[src/rtl/reset_sequencer_pkg.sv]
// Shared types and default parameters for the peripheral reset sequencer.
// Also holds a small helper used to size the shared hold/gap counter.
package reset_sequencer_pkg;

   typedef enum logic [1:0] {
      IDLE    = 2'd0,
      HOLD    = 2'd1,
      RELEASE = 2'd2,
      DONE    = 2'd3
   } rs_state_t;

   localparam int RS_DOMAINS     = 4;
   localparam int RS_HOLD_CYCLES = 16;
   localparam int RS_GAP_CYCLES  = 4;

   function automatic int rs_max(input int a, input int b);
      return (a > b) ? a : b;
   endfunction

endpackage

[src/rtl/reset_sequencer_if.sv]
// Request/status bundle between a reset requester and the reset sequencer.
// The requester owns req; the sequencer owns the per-domain resets and status.
interface reset_sequencer_if #(
   parameter int DOMAINS = reset_sequencer_pkg::RS_DOMAINS
);
   logic               req;
   logic [DOMAINS-1:0] domain_rst;
   logic               busy;
   logic               done;

   modport master (
      output req,
      input  domain_rst,
      input  busy,
      input  done
   );

   modport slave (
      input  req,
      output domain_rst,
      output busy,
      output done
   );
endinterface

[src/rtl/reset_sequencer.sv]
// Issues active-high resets to DOMAINS peripheral domains: hold all, then
// release one at a time in index order, then pulse done.
//
//   state   | meaning
//   --------+---------------------------------------------------------
//   IDLE    | all domains released, waiting for req
//   HOLD    | every domain held in reset for HOLD_CYCLES edges
//   RELEASE | releasing domains 1..DOMAINS-1, one per GAP_CYCLES edges
//   DONE    | single cycle with done high; restarts if a request queued
module reset_sequencer
   import reset_sequencer_pkg::*;
#(
   parameter int DOMAINS     = RS_DOMAINS,
   parameter int HOLD_CYCLES = RS_HOLD_CYCLES,
   parameter int GAP_CYCLES  = RS_GAP_CYCLES
) (
   input  logic             clk,
   input  logic             rst_n,
   reset_sequencer_if.slave rs
);

   localparam int CW = $clog2(rs_max(HOLD_CYCLES, GAP_CYCLES) + 1);
   localparam int IW = (DOMAINS > 1) ? $clog2(DOMAINS) : 1;

   localparam logic [CW-1:0] HOLD_LAST = CW'(HOLD_CYCLES - 1);
   localparam logic [CW-1:0] GAP_LAST  = CW'(GAP_CYCLES - 1);
   localparam logic [IW-1:0] LAST_IDX  = IW'(DOMAINS - 1);

   rs_state_t          state_q, state_d;
   logic [CW-1:0]      cnt_q, cnt_d;
   logic [IW-1:0]      idx_q, idx_d;
   logic               pending_q, pending_d;
   logic [DOMAINS-1:0] rst_q, rst_d;
   logic               busy_q;
   logic               done_q;

   always_ff @(posedge clk or negedge rst_n) begin
      if (!rst_n) begin
         state_q   <= HOLD;
         cnt_q     <= '0;
         idx_q     <= '0;
         pending_q <= 1'b0;
         rst_q     <= '1;
         busy_q    <= 1'b1;
         done_q    <= 1'b0;
      end else begin
         state_q   <= state_d;
         cnt_q     <= cnt_d;
         idx_q     <= idx_d;
         pending_q <= pending_d;
         rst_q     <= rst_d;
         busy_q    <= (state_d != IDLE);
         done_q    <= (state_d == DONE);
      end
   end

   always_comb begin
      state_d   = state_q;
      cnt_d     = cnt_q;
      idx_d     = idx_q;
      pending_d = pending_q;
      rst_d     = rst_q;

      // One request may be queued behind a running sequence.
      if (rs.req && (state_q != IDLE)) begin
         pending_d = 1'b1;
      end

      case (state_q)
         IDLE: begin
            if (rs.req) begin
               state_d = HOLD;
               cnt_d   = '0;
               rst_d   = '1;
            end
         end

         HOLD: begin
            cnt_d = cnt_q + CW'(1);
            if (cnt_q == HOLD_LAST) begin
               cnt_d    = '0;
               idx_d    = '0;
               rst_d[0] = 1'b0;
               state_d  = (DOMAINS == 1) ? DONE : RELEASE;
            end
         end

         RELEASE: begin
            cnt_d = cnt_q + CW'(1);
            if (cnt_q == GAP_LAST) begin
               cnt_d        = '0;
               idx_d        = idx_q + IW'(1);
               rst_d[idx_d] = 1'b0;
               if (idx_d == LAST_IDX) begin
                  state_d = DONE;
               end
            end
         end

         DONE: begin
            // A request arriving in this very cycle restarts too, so it is not lost in IDLE.
            if (pending_q || rs.req) begin
               state_d   = HOLD;
               cnt_d     = '0;
               rst_d     = '1;
               pending_d = 1'b0;
            end else begin
               state_d = IDLE;
            end
         end

         default: begin
            state_d = IDLE;
         end
      endcase
   end

   assign rs.domain_rst = rst_q;
   assign rs.busy       = busy_q;
   assign rs.done       = done_q;

endmodule

[src/flat_wrapper.sv]
// flat-port wrapper written by rule: the top's interface ports become plain ports
module reset_sequencer_flat import reset_sequencer_pkg::*;
#(
   parameter int DOMAINS     = RS_DOMAINS,
   parameter int HOLD_CYCLES = RS_HOLD_CYCLES,
   parameter int GAP_CYCLES  = RS_GAP_CYCLES
)
  (clk, rst_n, rs_req, rs_domain_rst, rs_busy, rs_done);
  reset_sequencer_if #(.DOMAINS(DOMAINS)) rs_i ();
  input  logic clk;
  input  logic rst_n;
  input wire logic [$bits(rs_i.req)-1:0] rs_req;
  output wire logic [$bits(rs_i.domain_rst)-1:0] rs_domain_rst;
  output wire logic [$bits(rs_i.busy)-1:0] rs_busy;
  output wire logic [$bits(rs_i.done)-1:0] rs_done;
  assign rs_i.req = rs_req;
  assign rs_domain_rst = rs_i.domain_rst;
  assign rs_busy = rs_i.busy;
  assign rs_done = rs_i.done;
  reset_sequencer #(.DOMAINS(DOMAINS), .HOLD_CYCLES(HOLD_CYCLES), .GAP_CYCLES(GAP_CYCLES)) u_core (.clk(clk), .rst_n(rst_n), .rs(rs_i));
endmodule
[config.mk]
export PLATFORM = sky130hd
export DESIGN_NAME = reset_sequencer_flat
export DESIGN_NICKNAME = d
export VERILOG_FILES = /design/src/rtl/reset_sequencer_pkg.sv /design/src/rtl/reset_sequencer_if.sv /design/src/rtl/reset_sequencer.sv /design/src/flat_wrapper.sv
export SDC_FILE = /design/constraint.sdc
export NUM_CORES = 1
export LEC_CHECK = 0
export BUFFER_PORTS_ARGS = -buffer_cell sky130_fd_sc_hd__buf_2
export CORE_MARGIN = 4
export CORE_UTILIZATION = 46
export DETAILED_ROUTE_END_ITERATION = 8
export PLACE_DENSITY = 0.64
export SKIP_CTS_REPAIR_TIMING = 1
export SLEW_MARGIN = 25
export SYNTH_ARGS = -nofsm -noshare
export SYNTH_HDL_FRONTEND = slang
export SYNTH_SLANG_ARGS = --single-unit
[constraint.sdc]
create_clock -name clk -period 2.35 [get_ports clk]
set_clock_uncertainty 0.15 [all_clocks]
set_input_delay 0 -clock clk [delete_from_list [all_inputs] [get_ports clk]]
set_output_delay 0 -clock clk [all_outputs]
set_load 0.02 [all_outputs]
Word-level counts from Yosys, hierarchy flattened
Cells that the tools add are included.
- order comparisons: 2
- reduce and logical (&&, ||, !) cells: 12
- eq/ne operators: 11
- $add $sub $neg: 2
- multiplexer cells: 25
- bitwise gates (word level): 2
- operator list (operator ; number):
    $mux W5 ; 4
    $pmux W5 S4 ; 1
    $mux W2 ; 6
    $mux W4 ; 3
    $pmux W3 S3 ; 1
    $eq A2 B2 Y1 const B ; 4
    $pmux W2 S4 ; 1
    $reduce_and A4 Y1 ; 2
    $mux W1 ; 6
    $ne A2 B1 Y1 const B ; 3
    $reduce_bool A2 Y1 ; 3
    $add A5 B1 Y5 const B ; 1
    $eq A5 B2 Y1 const B ; 1
    $eq A5 B4 Y1 const B ; 1
    $and A4 B4 Y4 ; 1
    $not A4 Y4 ; 1
    $pmux W1 S4 ; 1
    $pmux W2 S2 ; 1
    $lt A2 B3 Y1 const B ; 1
    $reduce_and A3 Y1 ; 1
    $reduce_bool A3 Y1 ; 1
    $add A2 B1 Y2 const B ; 1
    $demux W1 S2 ; 1
    $eq A2 B1 Y1 const B ; 1
    6 further kinds ; 7
- word-level logic and storage cells: 62
- input bits: 3
- flip-flop bits (word level): 16

Longest topological paths before layout
Gate-level depths: netlist of run 1.
- depth after elaboration: 9
- gate-level depth with buffers: 7

Worst setup path after synthesis of run 1
Ideal clock, no wire load.
- kind: register -> register
- from: register u_core.cnt_q[0]
- to: register u_core.cnt_q[2]
- slack: 0.464 ns
- path buffers: 0
- stages on the path, launching flop included: 8
- data arrival time: 1.654 ns
- cells stage by stage: dfrtp_1 > ha_1 > and3_2 > ha_1 > nor2b_1 > a21o_1 > a41oi_1 > a31oi_1
- word-level cells in the longest chain between the ends: 3
- elaborated cells on any way between the ends: 6
- ends and longest elaborated chain (what ; RTL line ; RTL):
    start, declared ; reset_sequencer.sv:30 ; logic [CW-1:0] cnt_q, cnt_d;
    start signal, assigned ; reset_sequencer.sv:48 ; cnt_q <= cnt_d;
    $add A5 B1 Y5, or another cell as far along ; reset_sequencer.sv:79, reset_sequencer.sv:89 ;
    $mux W5, on equally long branches ; reset_sequencer.sv:90, reset_sequencer.sv:80 ;
    $pmux W5 S4 * ; reset_sequencer.sv:69 ; case (state_q)
Mark *: on every way between the ends. The rest lies on a longest branch, timed or not.
A chain may end at the register's enable or synchronous reset.

Worst setup path in the final report of run 1
Same ends and word-level chain as after synthesis.

==> flow_summary.yaml, run 1 <==
run_status:
  status: "complete, but fails checks"
  violations: "hold timing"
cells_and_area:
  area_growth_pct: 13.1
  fill_cells: 183
  nets: 122
  insertedDiodeCount: 0
  drive_above_1_share_pct: 21.5
  final-seq-area_um2: 408
  multiInputGateArea_um2: 479
clock_network:
  cts_max_path_buffers: 2
  cts_sinks: 16
  htree_levels: 1
  cts_made_buffers: 3
  clock-root-buffer: "clkbuf_4"
  clk_latency_ns: 0.28
  cts_tree: "yes"
  path_clk_slew_ns: 0.10
floorplanning:
  core_um2: 1940
  start_util_pct: 48.1
  row_count: 16
  io_pins: 9
  die_h_um: 53.0
  die_area_um2: 2810
  die_w_um: 53.0
grt:
  grt_pass1_wl_um: 2720
  grt_pass1_vias: 635
  grt_usage_pct: 13.3
  globalRoute.totalOverflow: 0
  grt_util_met2_pct: 20.9
  grt_start_max_net_pins: 17
  antenna_found_initial: 0
  gr-usage-met1_pct: 17.5
  grt.busiest_layer: "met2"
  use_met3_pct: 3.38
synth:
  ys_ff_latch: 16
  synth_edf_count: 0
  syn-instance-count: 93
  yosysSeqAreaShare_pct: 43.7
  synthesis.nets: 107
  yosys_warnings: 0
  async_flop_share_pct: 100
  syn_area_um2: 933
  ys_types: 30
  syn_avg_cell_area_um2: 10.0
  synthFlopType: "dfrtp_1"
power_and_ir_drop:
  vdd_drop_max_mv: 0.440
  finalPower_mw: 0.940
  p_leak_nw: 0.519
  pwr_density_cell_nw_per_um2: 890
drt:
  drt_iter0_markers: 9
  wl_per_cell_um: 11.8
  num_vias: 687
  dr.pass1.iters: 4
  totalWireLength_um: 1590
  drc: 0
  viasPerCell: 5.13
  ant_nets: 0
timing:
  setup-tns-final_ns: 0
  whs_ns: -0.00698
  finalHoldViolations: 6
  fin_crit_sh_pct: 89.2
  fmax_mhz: 477
  grt_setup_unrepaired: "false"
  setup-violations-final: 0
  post-route-min-period_ns: 2.10
  drv_slew: 0
  slew_headroom_pct: 68.2
  worstMarginPinSlew_ns: 0.473
setup_path:
  path_buf_inv: 0
  cpPeakStageDelay_ns: 0.42
  critPathLaunch: "u_core.cnt_q[0]"
  regToRegSetupSlack_ns: 0.25
  r2r-end: "u_core.cnt_q[2]"
  end_kind: "flip-flop"
  crit_chain: "ha_1, and3_2, ha_1, nor2b_1, a21o_1, a41oi_1, a31oi_1"
  cp-start-kind: "flip-flop"
  reg2reg_depth: 7
  critical-path-top-delay-family: "compound AO/OA/AOI/OAI gates"
  r2r_start: "u_core.cnt_q[0]"
  worst-setup-path-type: "flip-flop to flip-flop"
  cp_max_fo: 6
  crit_path_frequent_cell: "ha_1"
  critPathRequiredTime_ns: 2.41
  cp.arrival_ns: 2.15
  crit_path_top_delay_cell: "dfrtp_1"
placed_design:
  gp_congestion: 0.734
  hpwlAfterDp_um: 1210
  io_buffers: 8
run:
  cap_violations: 0
min_path:
  hold_path.class: "primary input to async pin"
worst register-to-register path: cells and delay by family (launching register included):
kind	cells	cell delay (ns)
AOI/OAI and AO/OA	3	0.53
adders and majority gates	2	0.45
DFF	1	0.42
and+or+nand+nor	2	0.47
worst max-delay path by stage:
stage	endpoint	slack, ns	cells after the start
final	u_core.cnt_q[2]	0.25	7
after global routing	u_core.cnt_q[2]	0.14	7
after floorplan	u_core.cnt_q[2]	0.46	7
after detailed placement	u_core.cnt_q[0]	0.30	7
after CTS	u_core.cnt_q[2]	0.26	7
after global placement	u_core.cnt_q[3]	0.38	7
area by class of cell:
class                      instances  area share (%)
multi-input combinational         65            45.4
sequential                        16            38.6
timing repair buffer              11            6.40
inverter                          11            3.91
tap                               27            3.20
clock buffer                       4            2.49
sequential cells by signal, summed over array words and instances (netlist names):
register,cells
u_core.rs.busy,1
u_core.cnt_q,5
u_core.rs.done,1
u_core.state_q,2
u_core.idx_q,2
u_core.rs.domain_rst,4
u_core.pending_q,1
cell families after synthesis:
| kind of cell | Yosys count | share of synthesized area [%] |
|---|---|---|
| simple gates | 28 | 16.5 |
| compound gates | 26 | 20.1 |
| flops | 16 | 43.7 |
| buf+inv | 12 | 4.96 |
| fa+ha+maj | 11 | 14.7 |
layout by cell type, fill, tap and decap left out, types with 5 or more instances in the layout:
cell     count
inv_1       11
nand2_1      9
o21ai_0      5
nor2b_1      5
dfrtp_1     10
dfstp_2      6
ha_1        11
buf_2        8
metal layers:
layer,vias up,wire [µm],part of all wire [%]
met4,0,17,1.1
met1,313,757,48
met2,14,750,47
met5,-,0,0
met3,4,59,3.7
li1,356,-,-
synth_stat cells, drive strengths merged (2+ instances only):
cell type | n | area share, %
ha | 11 | 15
inv | 11 | 4.4
dfrtp | 10 | 27
nand2 | 9 | 3.6
dfstp | 6 | 17
nor2b | 5 | 3.4
o21ai | 5 | 2.7
a211o | 3 | 2.8
a21o | 3 | 2.4
nand3 | 3 | 1.6
nor2 | 3 | 1.2
o22ai | 3 | 2.0
a21oi | 2 | 1.5
a31oi | 2 | 1.3
nand2b | 2 | 1.3
nand3b | 2 | 2.0
nor3 | 2 | 1.1
through the flow:
stage / area, µm² / hold slack (ns) / utilization, % / cells / setup WS [ns]
after CTS: 1040 / -0.541 / 53.4 / 132 / 0.261
after floorplan: 933 / -0.446 / - / 93 / 0.464
after detailed placement: 1010 / -0.219 / 52.0 / 128 / 0.301
after global routing: 1060 / 0.0163 / 54.4 / 134 / 0.135
after global placement: 1010 / -0.221 / 52.0 / 128 / 0.377
final: 1060 / -0.00698 / 54.4 / 134 / 0.254
report_power, final:
group          internal (mW)  switching, mW  leakage, nW  total, mW
combinational          0.181          0.240        0.322      0.421
sequential             0.342         0.0295        0.182      0.371
clock                 0.0658         0.0816       0.0150      0.147
(Power assumes the default switching activity.)
==> run 2: changes to the inputs <==
- clock period: 2.35 -> 2.55 ns (I/O delays scaled with it)
==> run 2 against run 1 <==
Net effect: the run still ends with hold timing left; hold slack got worse by 0.0064 ns; final cell count decreased by 0.75%; register-to-register slack improved by 0.16 ns; sequential share of layout area decreased by 0.092 points; critical path type unchanged; sequential cell count unchanged; final area increased by 0.24%; combinational power decreased by 8.8%; total power decreased by 4.3%.
==> flow_summary.yaml, run 2 (synthesized netlist as in run 1, its figures left out) <==
grt:
  antenna_found_initial: 0
  globalRoute.totalOverflow: 0
  grt_start_max_net_pins: 17
  grt_pass1_vias: 663
  grt_pass1_wl_um: 2930
  grt_usage_pct: 14.3
timing:
  fmax_mhz: 468
  drv_slew: 0
  setup-violations-final: 0
  setup-tns-final_ns: 0
  grt_setup_unrepaired: "false"
  slew_headroom_pct: 62.8
  post-route-min-period_ns: 2.14
  worstMarginPinSlew_ns: 0.556
  fin_crit_sh_pct: 83.8
  whs_ns: -0.0134
  finalHoldViolations: 8
drt:
  viasPerCell: 5.02
  dr.pass1.iters: 4
  drt_iter0_markers: 34
  num_vias: 668
  totalWireLength_um: 1680
  wl_per_cell_um: 12.6
  ant_nets: 0
  drc: 0
floorplanning:
  row_count: 16
  die_area_um2: 2810
  start_util_pct: 48.1
  core_um2: 1940
  die_w_um: 53.0
  io_pins: 9
  die_h_um: 53.0
clock_network:
  cts_max_path_buffers: 2
  clock-root-buffer: "clkbuf_4"
  htree_levels: 1
  path_clk_slew_ns: 0.10
  cts_tree: "yes"
  clk_latency_ns: 0.29
  cts_sinks: 16
  cts_made_buffers: 3
setup_path:
  cp_max_fo: 6
  cp.arrival_ns: 2.20
  worst-setup-path-type: "flip-flop to flip-flop"
  critPathRequiredTime_ns: 2.61
  end_kind: "flip-flop"
  cp-start-kind: "flip-flop"
power_and_ir_drop:
  seqPwrFrac_pct: 38.2
  clkPwrFrac_pct: 19.1
  pwr-share-comb_pct: 42.7
  internal_power_mw: 0.567
  switchingPower_mw: 0.332
  p_leak_nw: 0.521
  vdd_drop_max_mv: 0.442
  switching_share_pct: 37.0
  pwr_density_cell_nw_per_um2: 849
run_status:
  status: "complete, but fails checks"
  violations: "hold timing"
cells_and_area:
  nets: 121
  fill_cells: 191
  largest_register: "u_core.cnt_q"
  drive_above_1_share_pct: 21.7
  final_cell_mix: "inv_1 (11), ha_1 (11), dfrtp_1 (10), nand2_1 (9), buf_2 (8)"
  largest_reg_flops: 5
  area_growth_pct: 13.4
  final_util_pct: 54.5
  insertedDiodeCount: 0
placed_design:
  io_buffers: 8
  hpwlAfterDp_um: 1270
  gp_congestion: 0.761
min_path:
  hold_path.class: "primary input to async pin"
run:
  cap_violations: 0
run 2: changes by cell type in the layout (fill, tap and decap cells not counted):
cell / delta
buf_4: -1
clkbuf_1: -1
clkbuf_8: +1
run 2: worst paths after layout:
path	from	to	slack, ns	cells past startpoint
min	rst_n	u_core.pending_q	-0.01	2
max in group asynchronous	rst_n	u_core.rs.domain_rst[0]	1.95	2
max reg2reg	u_core.cnt_q[0]	u_core.cnt_q[0]	0.41	7
min in group clk	u_core.rs.domain_rst[0]	u_core.rs.domain_rst[0]	0.36	1
max	u_core.cnt_q[0]	u_core.cnt_q[0]	0.41	7
min reg2reg	u_core.rs.domain_rst[0]	u_core.rs.domain_rst[0]	0.36	1
run 2: cell type report:
cell class / count / area, µm² / area share, %
timing repair buffer: 10 / 60.1 / 5.67
inverter: 11 / 41.3 / 3.90
sequential: 16 / 408 / 38.5
clock buffer: 4 / 36.3 / 3.43
multi-input combinational: 65 / 479 / 45.3
tap: 27 / 33.8 / 3.19
run 2: per-stage QoR:
stage / worst slack (ns) / hold WS, ns / total power, mW / instance area [µm²] / instances
2_1_floorplan: 0.664 / -0.446 / 0.649 / 933 / 93
3_3_place_gp: 0.418 / -0.220 / 0.727 / 1000 / 127
3_5_place_dp: 0.433 / -0.214 / 0.734 / 1000 / 127
4_1_cts: 0.419 / -0.535 / 0.906 / 1040 / 131
5_1_grt: 0.269 / 0.0220 / 0.974 / 1060 / 133
6_report: 0.413 / -0.0134 / 0.899 / 1060 / 133
run 2: per-layer routing:
metal	GRT usage [%]	up-vias	wire length (µm)
li1	-	354	-
met1	19.2	300	842
met2	21.5	12	763
met3	2.54	2	56
met4	7.66	0	13
met5	0	-	0
run 2: worst max-delay path, stage by stage (launching register included):
cell     delay [ns]
dfrtp_1        0.43
ha_1           0.24
and3_2         0.23
ha_1           0.21
nor2b_1        0.24
a21o_1         0.22
nand3_1        0.12
o21ai_0        0.21
run 2: power by group through the flow:
stage / clock (mW) / combinational (mW) / sequential, mW
finish: 0.172 / 0.384 / 0.344
global route: 0.185 / 0.438 / 0.351
CTS: 0.175 / 0.387 / 0.344
detailed placement: 0 / 0.385 / 0.349
global placement: 0 / 0.380 / 0.347
floorplan: 0 / 0.285 / 0.363
==> run 3: changes to the inputs <==
- clock period: 2.55 -> 2 ns (I/O delays scaled with it)
==> run 3 against run 2 <==
Net effect: the run still ends with hold timing left; first-iteration DRC count shrank 76%; register-to-register slack lost 0.35 ns; via count is 4.8% higher; combinational power is 38% higher; total power is 32% higher; largest cell class unchanged.
==> flow_summary.yaml, run 3 (synthesized netlist as in run 1, its figures left out) <==
placed_design:
  placedInstanceArea_um2: 1030
  dpl_worst_slack_ns: -0.0142
  io_buffers: 8
  gp_congestion: 0.756
  hpwlAfterDp_um: 1310
timing:
  setup-violations-final: 0
  worstMarginPinSlew_ns: 0.361
  slew_headroom_pct: 76.0
  finalWorstSetupSlack_ns: 0.0601
  post-route-min-period_ns: 1.94
  fmax_mhz: 515
  whs_ns: -0.0106
  fin_crit_sh_pct: 97.0
  setup-tns-final_ns: 0
  finalHoldViolations: 10
  grt_setup_unrepaired: "true"
  drv_slew: 0
power_and_ir_drop:
  vdd_drop_max_mv: 0.628
  p_leak_nw: 0.541
  pwr_density_cell_nw_per_um2: 1070
grt:
  grt_usage_pct: 14.9
  globalRoute.totalOverflow: 0
  grt_pass1_wl_um: 2930
  grt_start_max_net_pins: 17
  antenna_found_initial: 0
  grt_pass1_vias: 689
drt:
  drt_iter0_markers: 8
  ant_nets: 0
  viasPerCell: 5.11
  wl_per_cell_um: 12.6
  dr.pass1.iters: 4
  num_vias: 700
  totalWireLength_um: 1730
  drc: 0
setup_path:
  cp-start-kind: "flip-flop"
  cpPeakStageDelay_ns: 0.41
  path_buf_inv: 0
  critPathLaunch: "u_core.cnt_q[1]"
  regToRegSetupSlack_ns: 0.06
  r2r_start: "u_core.cnt_q[1]"
  cp_max_fo: 6
  critPathRequiredTime_ns: 2.07
  cp.arrival_ns: 2.01
  worst-setup-path-type: "flip-flop to flip-flop"
  crit_path_top_delay_cell: "dfrtp_1"
  end_kind: "flip-flop"
  timing.critical_path.to: "u_core.cnt_q[3]"
  cp.depth: 7
  critical-path-top-delay-family: "simple AND/OR/NAND/NOR gates"
  reg2reg_depth: 7
  r2r-end: "u_core.cnt_q[3]"
  crit_chain: "ha_2, and3_2, ha_1, nor2b_2, a21o_1, nand3_1, o22ai_1"
clock_network:
  cts_sinks: 16
  cts_max_path_buffers: 2
  path_clk_slew_ns: 0.09
  cts_tree: "yes"
  htree_levels: 1
  clock-root-buffer: "clkbuf_4"
  clk_latency_ns: 0.29
  cts_made_buffers: 3
cells_and_area:
  largest_register: "u_core.cnt_q"
  layout_commonest_cell: "inv_1"
  insertedDiodeCount: 0
  fin_area_um2: 1100
  drive_above_1_share_pct: 28.2
  area_growth_pct: 18.2
  fill_cells: 188
  final_cell_mix: "inv_1 (11), dfrtp_1 (10), nand2_1 (9), ha_1 (9), buf_2 (8)"
  nets: 125
  largest_reg_flops: 5
floorplanning:
  row_count: 16
  die_w_um: 53.0
  io_pins: 9
  start_util_pct: 48.1
  core_um2: 1940
  die_area_um2: 2810
  die_h_um: 53.0
run:
  cap_violations: 0
run_status:
  status: "complete, but fails checks"
  violations: "hold timing"
min_path:
  hold_path.class: "primary input to async pin"
-- run 3: routing by layer --
metal | share of wire, % | vias to the layer above | track usage (%)
met1 | 45 | 328 | 17.4
met2 | 50 | 9 | 24.0
met5 | 0 | - | 0
met4 | 3.1 | 0 | 10.2
met3 | 2.3 | 5 | 3.38
li1 | - | 358 | -
-- run 3: worst min-delay path by stage --
stage,start,end,slack [ns],cells past startpoint
floorplan,rst_n,u_core.cnt_q[0],-0.45,0
global placement,rst_n,u_core.cnt_q[1],-0.22,1
detailed placement,rst_n,u_core.cnt_q[0],-0.22,1
CTS,rst_n,u_core.cnt_q[1],-0.55,1
global route,rst_n,u_core.cnt_q[0],0.01,2
finish,rst_n,u_core.cnt_q[0],-0.01,2
-- run 3: worst register-to-register path: cells and delay by family, from the launching register on --
family                   cells  cell delay (ns)
AND/OR/NAND/NOR              3             0.53
adder cells (fa/ha/maj)      2             0.41
flip-flops                   1             0.41
AO/OA/AOI/OAI                2             0.38
-- run 3: final cells by class --
cell class	count	area [µm²]	area share, %
multi-input cells	65	494	44.8
flip-flops and latches	16	408	37.0
repair buffers	14	90.1	8.16
inverters	11	41.3	3.74
clock buffers	4	36.3	3.29
well taps	27	33.8	3.06
-- run 3: metrics by stage --
| step | util, % | power, mW | instances |
|---|---|---|---|
| after floorplan | - | 0.827 | 93 |
| final | 56.8 | 1.18 | 137 |
| after detailed placement | 53.2 | 0.956 | 131 |
| after CTS | 55.0 | 1.17 | 135 |
| after global routing | 56.8 | 1.29 | 137 |
| after global placement | 53.2 | 0.941 | 131 |
-- run 3: where the power goes --
| group | total [mW] | internal, mW | leakage (nW) | switching, mW |
|---|---|---|---|---|
| clock | 0.214 | 0.111 | 0.0210 | 0.102 |
| sequential | 0.438 | 0.402 | 0.182 | 0.0360 |
| combinational | 0.531 | 0.240 | 0.338 | 0.292 |
| total | 1.18 | 0.752 | 0.541 | 0.430 |
